--- config.mk ---
export PLATFORM = sky130hd
export DESIGN_NAME = cmp_mask_packer
export DESIGN_NICKNAME = d
export VERILOG_FILES = /design/src/rtl/cmp_pkg.sv /design/src/rtl/cmp_mask_decode.sv /design/src/rtl/cmp_mask_packer.sv
export SDC_FILE = /design/constraint.sdc
export NUM_CORES = 1
export LEC_CHECK = 0
export CAP_MARGIN = 10
export CORE_MARGIN = 2
export CORE_UTILIZATION = 35
export CTS_CLUSTER_SIZE = 30
export DETAILED_ROUTE_END_ITERATION = 8
export GPL_TIMING_DRIVEN = 1
export SLEW_MARGIN = 10
export SYNTH_ARGS = -nofsm -noshare
export SYNTH_HDL_FRONTEND = slang
export SYNTH_SLANG_ARGS = --single-unit
--- constraint.sdc ---
create_clock -name clk -period 2.5 [get_ports clk]
set_input_delay 0.25 -clock clk [delete_from_list [all_inputs] [get_ports clk]]
set_output_delay 0.25 -clock clk [all_outputs]
set_load 0.005 [all_outputs]
--- src/rtl/cmp_pkg.sv ---
// Shared definitions for comparator-mask producers and consumers.
//  - MASK_TRUE / MASK_FALSE : canonical 8-bit encodings of a compare result
//  - state_t                : packer FSM states
//  - count_width()          : width of a counter that must hold 0..n
package cmp_pkg;

   localparam logic [7:0] MASK_TRUE  = 8'hFF;
   localparam logic [7:0] MASK_FALSE = 8'h00;

   typedef enum logic {
      FILL = 1'b0,
      HOLD = 1'b1
   } state_t;

   function automatic int unsigned count_width(input int unsigned n);
      return $clog2(n + 1);
   endfunction

endpackage

--- src/rtl/cmp_mask_decode.sv ---
// Combinational decode of one comparator mask into a 1-bit flag.
// Ports:
//  mask      in   MASK_W  incoming compare mask
//  flag      out  1       decoded flag (MSB of the mask)
//  malformed out  1       mask is neither all-ones nor all-zeros
// For well-formed masks the MSB equals the flag, and a malformed mask
// decodes to its MSB, so the flag is always the MSB; consumers that drop
// malformed masks use the malformed indication to ignore it.
module cmp_mask_decode #(
   parameter int unsigned MASK_W = 8
) (
   input  logic [MASK_W-1:0] mask,
   output logic              flag,
   output logic              malformed
);

   localparam logic [MASK_W-1:0] ONES  = '1;
   localparam logic [MASK_W-1:0] ZEROS = '0;

   always_comb begin
      flag      = mask[MASK_W-1];
      malformed = (mask != ONES) && (mask != ZEROS);
   end

endmodule

--- src/rtl/cmp_mask_packer.sv ---
// Decodes a stream of comparator masks into flags and packs PACK_N of them
// per output word, handed downstream over valid/ready.
// Ports:
//  clk, rst   clock (rising edge), asynchronous active-high reset
//  in_valid   in   beat valid
//  in_ready   out  beat accepted this cycle (low in HOLD and during reset)
//  in_mask    in   compare mask (all-ones = 1, all-zeros = 0)
//  in_last    in   last beat of a group; flushes a partial word
//  out_valid  out  packed word available
//  out_ready  in   downstream accepts the word
//  out_flags  out  packed flags, bit i = i-th accepted flag
//  out_count  out  number of valid flags in out_flags
//  out_err    out  a malformed mask occurred in this word (sticky per word)
// Build option: define CMP_PACK_STRICT_EN to drop malformed masks instead of
// packing their MSB.
module cmp_mask_packer
   import cmp_pkg::*;
#(
   parameter int unsigned MASK_W = 8,
   parameter int unsigned PACK_N = 8
) (
   input  logic                              clk,
   input  logic                              rst,
   input  logic                              in_valid,
   output logic                              in_ready,
   input  logic [MASK_W-1:0]                 in_mask,
   input  logic                              in_last,
   output logic                              out_valid,
   input  logic                              out_ready,
   output logic [PACK_N-1:0]                 out_flags,
   output logic [count_width(PACK_N)-1:0]    out_count,
   output logic                              out_err
);

   localparam int unsigned CW = count_width(PACK_N);

   state_t            state, state_d;
   logic              ready_d;
   logic              valid_d;
   logic [PACK_N-1:0] flags_d;
   logic [CW-1:0]     count_d;
   logic              err_d;
   logic              pack;
   logic              beat_flag;
   logic              beat_bad;

   cmp_mask_decode #(
      .MASK_W (MASK_W)
   ) u_decode (
      .mask      (in_mask),
      .flag      (beat_flag),
      .malformed (beat_bad)
   );

   // State and output registers; out_flags doubles as the packing register.
   always_ff @(posedge clk or posedge rst) begin
      if (rst) begin
         state     <= FILL;
         in_ready  <= 1'b0;
         out_valid <= 1'b0;
         out_flags <= '0;
         out_count <= '0;
         out_err   <= 1'b0;
      end else begin
         state     <= state_d;
         in_ready  <= ready_d;
         out_valid <= valid_d;
         out_flags <= flags_d;
         out_count <= count_d;
         out_err   <= err_d;
      end
   end

   // Next-state and next-output logic.
   always_comb begin
      state_d = state;
      ready_d = in_ready;
      valid_d = out_valid;
      flags_d = out_flags;
      count_d = out_count;
      err_d   = out_err;
      pack    = 1'b0;

      case (state)
         FILL: begin
            ready_d = 1'b1;
            if (in_valid && in_ready) begin
`ifdef CMP_PACK_STRICT_EN
               pack = !beat_bad;
`else
               pack = 1'b1;
`endif
               if (beat_bad) begin
                  err_d = 1'b1;
               end
               if (pack) begin
                  for (int i = 0; i < int'(PACK_N); i++) begin
                     if (CW'(i) == out_count) begin
                        flags_d[i] = beat_flag;
                     end
                  end
                  count_d = out_count + CW'(1);
               end
               // A last beat with nothing packed keeps err pending for the next word.
               if ((count_d == CW'(PACK_N)) || (in_last && (count_d != '0))) begin
                  state_d = HOLD;
                  valid_d = 1'b1;
                  ready_d = 1'b0;
               end
            end
         end

         HOLD: begin
            ready_d = 1'b0;
            if (out_valid && out_ready) begin
               state_d = FILL;
               valid_d = 1'b0;
               flags_d = '0;
               count_d = '0;
               err_d   = 1'b0;
               ready_d = 1'b1;
            end
         end

         default: begin
            state_d = FILL;
         end
      endcase
   end

endmodule

==> results.sh <==
export IMPL_synthTopCellsByCount="16 x dfrtp_1, 14 x nand2_1, 8 x mux2i_1"
export IMPL_cp_max_fo=13
export IMPL_vdd_drop_max_mv=0.653
export IMPL_cts_sinks=16
export IMPL_clock_path_buffers=2
export IMPL_rows=18
export IMPL_cp_top_family="flip-flops"
export IMPL_cp_startpoint="out_count[2]"
export IMPL_status="complete, no violations"
export IMPL_antenna_cells=0
export IMPL_r2r_start="out_count[1]"
export IMPL_final_antenna_net_count=0
export IMPL_cts_tree="done"
export IMPL_cp_cell_sequence="clkdlybuf4s50_1"
export IMPL_yosysMostFrequentCell="dfrtp_1"
export IMPL_worst_path_buf_inv=1
export IMPL_hp_class="input port to async pin"
export IMPL_finalNetCount=132
export IMPL_cpMaxStageDelayCell="dfrtp_1"
export IMPL_syn_area_per_cell_um2=10.5
export IMPL_cts_max_level=1
export IMPL_postCtsSetupRepairBufs=0
export IMPL_synthDistinctLibCells=29
export IMPL_cts_root_buf="clkbuf_4"
export IMPL_worstPathArrival_ns=1.45
export IMPL_port_buffers=27
export IMPL_cpPeakStageDelay_ns=0.59
export IMPL_max_freq_mhz=587
export IMPL_grtUsageTotal=0.164
export IMPL_cp_end_kind="output port"
export IMPL_critPathLaunchType="register"
export IMPL_clk_pin_slew_worst_paths_ns=0.11
export IMPL_rsz0062_at_grt="false"
export IMPL_die_x_um=54.1
export IMPL_synth_edf_count=0
export IMPL_postSynthCellCount=84
export IMPL_maxSlewViolCount=0
export IMPL_via_per_inst=5.19
export IMPL_max_slew_margin=0.593
export IMPL_power_density_nw_per_um2=992
export IMPL_ys_flop_type="dfrtp_1"
export IMPL_fin_tns_setup_ns=0
export IMPL_fin_hold_ws_ns=0.317
export IMPL_post_route_drc_count=0
export IMPL_drv_cap=0
export IMPL_finClkSkew_ns=0.0122
export IMPL_synth_top_area_share=0.455
export IMPL_area_delta_synth_final_pct=38.3
export IMPL_drt_total_wl_mm=1.91
export IMPL_grt_max_degree=17
export IMPL_die_area_um2=2930
export IMPL_antenna_found_initial=0
export IMPL_fp_coreArea_um2=2430
export IMPL_hold_buffers=0
export IMPL_setup_worst_path_class="register to output port"
export IMPL_synthTopCellsByArea="dfrtp_1 46%, mux2i_1 9.1%, nand2_1 6.0%"
export IMPL_dpl_hpwl_mm=1.43
export IMPL_layout_min_cycle_time_ns=1.70
export IMPL_cts_resized=0
export IMPL_fin_cells=144
export IMPL_hold_violations=0
export IMPL_synthArstFlopShare=1.00
export IMPL_grt_ovfl_total=0
export IMPL_worst_pin_slew_ns=0.610
export IMPL_p_leak_uw=0.000565
export IMPL_post_route_util=0.500
export IMPL_ys_ff_latch=16
export IMPL_setup_viol_count_final=0
export IMPL_drive_gt1_frac=0.0702
export IMPL_ios=28
export IMPL_synth_area_um2=880
export IMPL_wire_per_inst_um=13.3
export IMPL_ys_warn_count=0
export IMPL_vias=748
export IMPL_die_height_um=54.1
export IMPL_drtPass1Iterations=4
export IMPL_clock_latency_ns=0.30
export IMPL_syn_nets=101
export IMPL_synth_area_leader_cell="dfrtp_1"
export IMPL_start_util=0.362
export IMPL_drt_iter0_drc=6
export IMPL_cts_buffers_inserted=3
export IMPL_placed_cells=140
export IMPL_critPathRequiredTime_ns=2.25
export IMPL_min_period_over_period=0.681
export IMPL_grt_pass1_vias=750
export IMPL_routabilityCongestion=0.742
export IMPL_grt_pass1_wl_mm=3.34
export IMPL_ys_seq_area_frac=0.455
==> final timing paths <==
kind	end	slack (ns)	cells past startpoint
max	out_count[2]	0.80	1
min	out_err	0.32	2
max reg2reg	state	1.04	4
min reg2reg	out_err	0.52	2
max in group asynchronous	in_ready	1.77	2
min in group clk	out_err	0.52	2
==> cells in the final DEF, fill, tap and decap left out <==
cell type	Yosys	layout
a22o_1	2	2
nor2_1	1	1
clkbuf_8	0	1
nand4b_1	1	1
xnor2_1	2	2
dfrtp_1	16	16
a21boi_0	1	1
ha_1	4	4
nand2_1	14	14
or4_1	2	2
nand4_1	2	2
buf_4	2	1
nand3b_1	5	5
o2bb2ai_1	1	1
clkbuf_4	0	3
mux2i_1	8	8
o21ai_0	3	3
nor3_1	1	1
mux2_2	1	1
nor4bb_1	1	1
nand3_1	4	4
nand3_2	1	1
nand2b_1	1	1
a21o_1	1	1
inv_1	3	3
and3b_1	2	2
nor2b_4	1	1
clkdlybuf4s50_1	0	27
o21ai_1	1	1
o21a_1	1	1
and3_1	1	1
and2_1	1	1
==> cells by family (layout without fill, tap and decap cells) <==
| group | Yosys count | count (layout) | synth area share |
|---|---|---|---|
| AND/OR/NAND/NOR | 38 | 38 | 0.256 |
| adder cells (fa/ha/maj) | 4 | 4 | 0.0569 |
| multiplexers | 9 | 9 | 0.104 |
| AO/OA/AOI/OAI | 10 | 10 | 0.0782 |
| XOR/XNOR | 2 | 2 | 0.0199 |
| flip-flops | 16 | 16 | 0.455 |
| buffers and inverters | 5 | 35 | 0.0299 |
==> final cells by class <==
| class | instances | area [um2] |
|---|---|---|
| fillers | 242 | 1220 |
| multi-input cells | 63 | 453 |
| flip-flops and latches | 16 | 400 |
| repair buffers | 28 | 278 |
| well taps | 30 | 37.5 |
| clock buffers | 4 | 36.3 |
| inverters | 3 | 11.3 |
==> sequential cells by signal, summed over array words and instances (netlist names) <==
name / cells
out_valid: 1
state: 1
out_err: 1
out_count: 4
out_flags: 8
in_ready: 1
==> power by group <==
part / total (uW) / switching, uW / internal [uW]
Combinational: 535 / 201 / 334
Clock: 179 / 90.3 / 88.8
Sequential: 492 / 132 / 360
Total: 1210 / 423 / 783
==> through the flow <==
stage | total power (uW) | setup slack (ns) | cell area, um2
finish | 1210 | 0.797 | 1220
global route | 1330 | 0.669 | 1220
CTS | 1230 | 0.773 | 1220
detailed placement | 1040 | 0.909 | 1180
global placement | 1040 | 0.932 | 1180
floorplan | 763 | 1.27 | 880
==> per-layer routing <==
metal  vias to the layer above  share of wire  global-route usage
met2                        19           0.49               0.271
met5                         -              0                   0
met1                       363           0.44               0.190
li1                        362              -                   -
met3                         4          0.057              0.0444
met4                         0          0.014              0.0875
No activity file was read; power rests on OpenSTA's default activity.
